==> src/rtl/fp_add_arb_pkg.sv <==
// fp_add_arb_pkg: shared types and defaults for the two-requester FP adder arbiter.
// Holds the default adder pipeline depth, the fp32 operand pair, the in-flight tag
// (valid + requester id) and the round-robin pointer state encoding.
package fp_add_arb_pkg;

   // Default depth of the shared adder, in edges from add_a/add_b to add_f.
   localparam int LAT_DEF = 4;

   // Width of one IEEE-754 single-precision operand.
   localparam int FP_W = 32;

   // One operand pair as presented by a requester or driven to the adder.
   typedef struct packed {
      logic [FP_W-1:0] a;
      logic [FP_W-1:0] b;
   } fp_pair_t;

   // Tag travelling alongside an op through the adder pipeline.
   typedef struct packed {
      logic valid;
      logic id;
   } tag_t;

   // Round-robin pointer: which requester wins when both are valid.
   typedef enum logic {
      PTR_REQ0 = 1'b0,
      PTR_REQ1 = 1'b1
   } ptr_e;

endpackage

==> src/rtl/fp_add_arb_rr.sv <==
// fp_add_arb_rr: two-way round-robin grant with a priority pointer.
// Handshake rule: a requester is accepted on a rising edge where its valid and its
// ready are both high. Ready never depends on anything registered except the pointer,
// and ready only rises for a requester that is already valid, so ready implies handshake.
// The pointer flips to the losing side only when a handshake happens; with en low or
// nothing valid it holds. Reset gates both readies low and returns the pointer to req0.
module fp_add_arb_rr
   import fp_add_arb_pkg::*;
(
   input  logic clk,
   input  logic rst,
   input  logic en_i,
   input  logic valid0_i,
   input  logic valid1_i,
   output logic ready0_o,
   output logic ready1_o,
   output logic ptr_o
);

   ptr_e ptr_q;
   ptr_e ptr_d;

   // Pointer state register, cleared to requester 0 by reset.
   always_ff @(posedge clk or negedge rst) begin
      if (!rst) begin
         ptr_q <= PTR_REQ0;
      end else begin
         ptr_q <= ptr_d;
      end
   end

   // Grant decode and next pointer: sole valid wins, ties go to the pointer.
   always_comb begin
      ready0_o = 1'b0;
      ready1_o = 1'b0;
      ptr_d    = ptr_q;
      if (rst && en_i) begin
         if (valid0_i && (!valid1_i || (ptr_q == PTR_REQ0))) begin
            ready0_o = 1'b1;
            ptr_d    = PTR_REQ1;
         end else if (valid1_i) begin
            ready1_o = 1'b1;
            ptr_d    = PTR_REQ0;
         end
      end
   end

   assign ptr_o = ptr_q;

endmodule

==> src/rtl/fp_add_arbiter.sv <==
// fp_add_arbiter: shares one LAT-deep pipelined fp32 adder between two requesters.
// A granted operand pair is registered onto add_a/add_b; a tag (valid, id) follows it
// down a LAT+1 stage shift register so the result returned on add_f LAT edges later
// can be captured into rsp_f and steered to the right requester's one-cycle strobe.
// Total latency from handshake edge to strobe is LAT+1 edges; one op per cycle.
// arb_ptr exposes the round-robin pointer for observation.
// Optional feature: define FP_ADD_ARB_STATS_EN to add saturating per-requester
// handshake counters grant_cnt0/grant_cnt1 (CNT_W bits each).
module fp_add_arbiter
   import fp_add_arb_pkg::*;
#(
   parameter int LAT   = LAT_DEF
`ifdef FP_ADD_ARB_STATS_EN
   ,
   parameter int CNT_W = 16
`endif
)(
   input  logic        clk,
   input  logic        rst,
   input  logic        en,
   input  logic        req0_valid,
   input  logic        req1_valid,
   output logic        req0_ready,
   output logic        req1_ready,
   input  logic [31:0] req0_a,
   input  logic [31:0] req0_b,
   input  logic [31:0] req1_a,
   input  logic [31:0] req1_b,
   output logic [31:0] add_a,
   output logic [31:0] add_b,
   input  logic [31:0] add_f,
   output logic        rsp0_valid,
   output logic        rsp1_valid,
   output logic [31:0] rsp_f,
   output logic        idle,
   output logic        arb_ptr
`ifdef FP_ADD_ARB_STATS_EN
   ,
   output logic [CNT_W-1:0] grant_cnt0,
   output logic [CNT_W-1:0] grant_cnt1
`endif
);

   logic     hs;
   fp_pair_t req0_pair;
   fp_pair_t req1_pair;
   fp_pair_t gnt_pair;
   fp_pair_t ops_q;
   fp_pair_t ops_d;
   tag_t     tag_in;
   tag_t     tag_q [LAT+1];
   tag_t     rsp_tag_q;
   tag_t     rsp_tag_d;
   logic [31:0] rsp_f_q;
   logic [31:0] rsp_f_d;
   logic     busy;

   fp_add_arb_rr u_rr (
      .clk      (clk),
      .rst      (rst),
      .en_i     (en),
      .valid0_i (req0_valid),
      .valid1_i (req1_valid),
      .ready0_o (req0_ready),
      .ready1_o (req1_ready),
      .ptr_o    (arb_ptr)
   );

   assign req0_pair = {req0_a, req0_b};
   assign req1_pair = {req1_a, req1_b};
   assign hs        = req0_ready | req1_ready;
   assign gnt_pair  = req1_ready ? req1_pair : req0_pair;

   // Operand register: load the granted pair on a handshake, otherwise hold.
   always_comb begin
      ops_d = ops_q;
      if (hs) begin
         ops_d = gnt_pair;
      end
   end

   // Operand register state, cleared to zero by reset.
   always_ff @(posedge clk or negedge rst) begin
      if (!rst) begin
         ops_q <= '0;
      end else begin
         ops_q <= ops_d;
      end
   end

   assign add_a = ops_q.a;
   assign add_b = ops_q.b;

   // Tag entering stage 0: the granted requester on a handshake, else a bubble.
   always_comb begin
      tag_in = '0;
      if (hs) begin
         tag_in.valid = 1'b1;
         tag_in.id    = req1_ready;
      end
   end

   // Tag shift register advancing every edge alongside the adder pipeline.
   always_ff @(posedge clk or negedge rst) begin
      if (!rst) begin
         for (int i = 0; i <= LAT; i++) begin
            tag_q[i] <= '0;
         end
      end else begin
         tag_q[0] <= tag_in;
         for (int i = 1; i <= LAT; i++) begin
            tag_q[i] <= tag_q[i-1];
         end
      end
   end

   // Response capture: last tag stage lines up with add_f carrying its result.
   always_comb begin
      rsp_tag_d = tag_q[LAT];
      rsp_f_d   = rsp_f_q;
      if (tag_q[LAT].valid) begin
         rsp_f_d = add_f;
      end
   end

   // Response register state; rsp_f holds between strobes.
   always_ff @(posedge clk or negedge rst) begin
      if (!rst) begin
         rsp_tag_q <= '0;
         rsp_f_q   <= '0;
      end else begin
         rsp_tag_q <= rsp_tag_d;
         rsp_f_q   <= rsp_f_d;
      end
   end

   assign rsp0_valid = rsp_tag_q.valid & ~rsp_tag_q.id;
   assign rsp1_valid = rsp_tag_q.valid &  rsp_tag_q.id;
   assign rsp_f      = rsp_f_q;

   // Idle when no tag stage and no response register holds a live op.
   always_comb begin
      busy = rsp_tag_q.valid;
      for (int i = 0; i <= LAT; i++) begin
         busy = busy | tag_q[i].valid;
      end
   end

   assign idle = ~busy;

`ifdef FP_ADD_ARB_STATS_EN
   logic [CNT_W-1:0] cnt0_q;
   logic [CNT_W-1:0] cnt0_d;
   logic [CNT_W-1:0] cnt1_q;
   logic [CNT_W-1:0] cnt1_d;

   // Per-requester handshake counts, sticking at all-ones.
   always_comb begin
      cnt0_d = cnt0_q;
      cnt1_d = cnt1_q;
      if (req0_ready && (cnt0_q != {CNT_W{1'b1}})) begin
         cnt0_d = cnt0_q + {{(CNT_W-1){1'b0}}, 1'b1};
      end
      if (req1_ready && (cnt1_q != {CNT_W{1'b1}})) begin
         cnt1_d = cnt1_q + {{(CNT_W-1){1'b0}}, 1'b1};
      end
   end

   // Counter state, cleared by reset.
   always_ff @(posedge clk or negedge rst) begin
      if (!rst) begin
         cnt0_q <= '0;
         cnt1_q <= '0;
      end else begin
         cnt0_q <= cnt0_d;
         cnt1_q <= cnt1_d;
      end
   end

   assign grant_cnt0 = cnt0_q;
   assign grant_cnt1 = cnt1_q;
`endif

endmodule

==> config.mk <==
export PLATFORM = sky130hd
export DESIGN_NAME = fp_add_arbiter
export DESIGN_NICKNAME = d
export VERILOG_FILES = /design/src/rtl/fp_add_arb_pkg.sv /design/src/rtl/fp_add_arb_rr.sv /design/src/rtl/fp_add_arbiter.sv
export SDC_FILE = /design/constraint.sdc
export NUM_CORES = 1
export LEC_CHECK = 0
export BUFFER_PORTS_ARGS = -buffer_cell sky130_fd_sc_hd__buf_2
export CAP_MARGIN = 20
export CORE_ASPECT_RATIO = 0.8
export CORE_MARGIN = 2
export CORE_UTILIZATION = 46
export DETAILED_ROUTE_END_ITERATION = 6
export PLACE_DENSITY = 0.82
export SLEW_MARGIN = 5
export SYNTH_ARGS = -nofsm -noshare
export SYNTH_HDL_FRONTEND = slang
export SYNTH_SLANG_ARGS = --single-unit
==> constraint.sdc <==
create_clock -name clk -period 3.68 [get_ports clk]
set_input_delay 0.184 -clock clk [delete_from_list [all_inputs] [get_ports clk]]
set_output_delay 0.184 -clock clk [all_outputs]
set_load 0.02 [all_outputs]
[After elaboration in Yosys (flattened, before gate mapping)]
Index checks and enable logic that the tools add are counted.
Operators by class
  shifts and indexed selects: 0
  bitwise operators: 11
  multiplexer cells: 9
  reduce and logical (&&, ||, !) cells: 6
  multipliers: 0
  order comparisons: 0
  eq/ne operators: 0
  div/mod/pow operators: 0
  add/subtract/negate cells: 0
Operator list (count)
  2-to-1 mux 64 bit: 1
  2-to-1 mux 1 bit: 7
  OR 1 bit: 6
  inverter 1 bit: 3
  bitwise AND 1 bit: 2
  logical AND 1 bit: 2
  2-to-1 mux 2 bit: 1
  AND reduction 2 bit: 1
  nonzero test 2 bit: 1
  zero test 1 bit: 1
  logical OR 1 bit: 1
Storage, ports and cells
  input bits: 165
  output and inout port bits: 102
  bits in latches: 0
  memories: 0
  memory bits (writable): 0
  word-level logic and storage cells: 42
  register bits: 109
  ROM bits: 0

[Logic depth before layout (Yosys ltp)]
  depth in word-level cells: 7
  depth in mapped cells: 5
  gate-level depth less buffers: 3

[By module]
A second synthesis with hierarchy kept.
Second synthesis, totals
  cell total of the unflattened synthesis: 370
  area total of the unflattened synthesis: 4559.4 um^2
Modules (own cells, without submodules)
  fp_add_arbiter: seq. area each 2702.6 um^2, cells an instance 363, area an instance 4493.1 um^2, times used 1
  fp_add_arb_rr: seq. area each 25.0 um^2, cells an instance 7, area an instance 66.3 um^2, times used 1

[Worst setup path before layout]
Ideal clock, no wire load.
  kind: reg-to-output
  start point: register tag_q, in the netlist rsp_tag_d[1]
  end point: output port idle
  arrival time: 1346 ps
  path slack: 2150 ps
  cell stages (with the launch flop): 4
  cell sequence: dfrtp_1 -> clkbuf_1 -> or4_1 -> nor3_1
On the way
  word-level cells in the longest chain between the ends: 2
Ends and longest elaborated chain
  start: declaration: RTL line fp_add_arbiter.sv:51  | tag_t tag_q [LAT+1];
  start signal: indexed assignment: RTL line fp_add_arbiter.sv:112  | tag_q[i] <= tag_q[i-1];
  OR 1 bit: RTL line fp_add_arbiter.sv:145  | busy = busy | tag_q[i].valid;
  inverter 1 bit: RTL line fp_add_arbiter.sv:149  | assign idle = ~busy;
  end: declaration: RTL line fp_add_arbiter.sv:35  | output logic idle,
Every way passes these cells.

[Worst setup path in the final report]
  start point: input port rst
  end point: output port req1_ready
On the way
  word-level cells in the longest chain between the ends: 2
Ends and longest elaborated chain
  start: declaration: RTL line fp_add_arbiter.sv:19  | input logic rst,
  logical AND 1 bit: RTL line fp_add_arb_rr.sv:37  | if (rst && en_i) begin
  2-to-1 mux 1 bit: RTL line fp_add_arb_rr.sv:37
  end: declaration: RTL line fp_add_arbiter.sv:24  | output logic req1_ready,
Every way passes these cells.

==> metrics.cfg <==
[run_status]
status=finished clean

[min_path]
hold_path_class=in -> reg

[power_and_ir_drop]
ir_drop_mv=0.270
powerDensity_mw_per_mm2=523
p_leak_nw=3.15

[routing]
totalWireLength_mm=13.3
routedWlPerCell_um=17.1
routed_via_density=5.30
postRouteAntennaNets=0
drc_errors=0
drt-initial-drc-count=203
drt-pass1-iter-count=4
vias=4120

[worst_setup_path]
slowest_stage=dlygate4sd3_1
crit_end=req1_ready
cpPeakStageDelay_ps=530
cp_num_cells=7
cp-start-kind=input port
r2r_slack_ps=1830
required_ps=3500
worstPathArrival_ps=2010
crit_buf_inv=5
reg2reg_depth=4
path_max_fanout=25
path_common_cell=buf_4
worstReg2RegEnd=add_b[8]$_DFFE_PN0P_
crit_type=in -> out
end_kind=primary output
reg2reg_from=u_rr.ptr_o$_DFFE_PN0P_
worstPathCellList=dlygate4sd3_1 > buf_4 > nand3_2 > or2_2 > buf_4 > inv_1 > buf_2
crit_path_start=rst
crit_family=buffers and inverters

[logic_synthesis]
yosys_warnings=0
ys_types=21
avgSynthCellArea_um2=12.8
ys_seq_area_frac=0.554
synth_fp_nets=550
postSynthCellCount=385
synth-seq-cells=109
synth_area_mm2=0.00492

[place]
gp_congestion=0.774
numPortBuffers=266
dpl.hpwl_mm=9.58
placed_cell_area_mm2=0.00630
place_ws_ps=1800

[timing]
post-route-period-util=0.596
final_max_slew_viol_count=0
rsz0062_at_grt=false
setup_viol=0
finalHoldViolations=0
finalSetupTns_ps=0
fin_crit_ps=2190
finalWorstSetupSlack_ps=1490
worst_pin_slew_ps=817
skew_ps=4.36
max_freq_mhz=456
slew_headroom=0.455

[layout]
most-common-layout-cells=265 x buf_2, 109 x dfrtp_1, 64 x nor3b_1, 64 x a311o_1, 63 x nor2b_1
finish.net_count=798
final_layout_size_suffix_gt1_frac=0.513
area_growth_pct=34.3
mostFrequentLayoutCell=buf_2
nFillCells=838
design_area_mm2=0.00661
diodes=0

[floorplan]
dieArea_mm2=0.0115
die_h_um=96.5
core-area_mm2=0.0103
boundaryPins=267
start_util=0.477
die-width_um=120
fp-row-count=33

[grt]
first_global_vias=4136
grt_usage=0.226
grt_max_degree=68
grt_pass1_wl_mm=20.6
antenna_found_initial=0
grt_overflow_total=0

[clock_tree]
cts_tree=done
cts_buffer_depth=2
cts_setup_buffers=0
clock_sinks=109
cts_made_buffers=9
root_buffer=clkbuf_16
cts.hold.buffers_added=1
cts-resized-gates=0
clk_latency_ps=340
h-tree-depth=3
clkTransAtPathRegs_ps=70

[run]
drv.max_cap_violation_count=0

==> worst min path at each step <==
stage / startpoint / end / slack (ps) / cells past startpoint
after detailed placement: rst / add_b[10]$_DFFE_PN0P_ / 10 / 1
after global placement: rst / add_b[10]$_DFFE_PN0P_ / 10 / 1
final: add_f[23] / rsp_f[23]$_DFFE_PN0P_ / 70 / 2
after CTS: add_f[23] / rsp_f[23]$_DFFE_PN0P_ / 60 / 2
after floorplan: rst / add_a[0]$_DFFE_PN0P_ / -110 / 0
after global routing: add_f[23] / rsp_f[23]$_DFFE_PN0P_ / 50 / 2
==> flip-flops by register name (all words and copies together), names as in the netlist <==
| name | count |
|---|---|
| tag_q | 8 |
| add_a | 32 |
| rsp_f | 32 |
| u_rr.ptr_o | 1 |
| rsp_tag_d | 2 |
| add_b | 32 |
| rsp_tag_q | 2 |
==> routing by layer <==
metal,track usage,part of all wire
met1,0.272,0.41
met2,0.409,0.51
met3,0.0511,0.059
met4,0.0745,0.018
met5,0,0
==> logic make-up after synthesis <==
family          after synthesis  share of synthesized area
compound gates               68                      0.136
buf+inv                      40                     0.0468
flops                       109                      0.554
mux                          32                     0.0732
simple gates                136                      0.189
==> synthesized netlist by cell type, drive strengths merged <==
master | n | area share
a21oi | 1 | 0.0010
a311o | 64 | 0.13
a31oi | 1 | 0.0013
a41oi | 1 | 0.0018
and2 | 1 | 0.0013
and2b | 2 | 0.0031
buf | 29 | 0.038
clkbuf | 10 | 0.0076
dfrtp | 109 | 0.55
inv | 1 | 0.00076
mux2 | 32 | 0.073
nand3 | 2 | 0.0020
nor2b | 64 | 0.081
nor3 | 1 | 0.0010
nor3b | 64 | 0.098
o211a | 1 | 0.0020
or2 | 1 | 0.0013
or4 | 1 | 0.0015
==> power by group <==
part           internal, W  leakage (nW)  switching (W)
Sequential         0.00140          1.32       0.000100
Clock             0.000489         0.141       0.000456
Combinational     0.000433          1.69       0.000570
==> per-stage QoR <==
| step | util | std cells | power (W) | hold slack (ps) |
|---|---|---|---|---|
| 5_1_grt | 0.640 | 778 | 0.00363 | 54.9 |
| 6_report | 0.640 | 778 | 0.00345 | 70.8 |
| 3_5_place_dp | 0.611 | 761 | 0.00254 | 13.7 |
| 2_1_floorplan | - | 385 | 0.00214 | -112 |
| 4_1_cts | 0.640 | 778 | 0.00349 | 56.1 |
| 3_3_place_gp | 0.611 | 761 | 0.00250 | 12.5 |
==> layout make-up <==
type | count | area [um^2] | share of cell area
well taps | 140 | 175 | 0.0265
repair buffers | 276 | 1420 | 0.216
clock inverters | 6 | 53.8 | 0.00815
multi-input cells | 236 | 1980 | 0.300
clock buffers | 10 | 239 | 0.0362
flip-flops and latches | 109 | 2730 | 0.413
inverters | 1 | 3.75 | 0.000568
(Power assumes the default switching activity.)
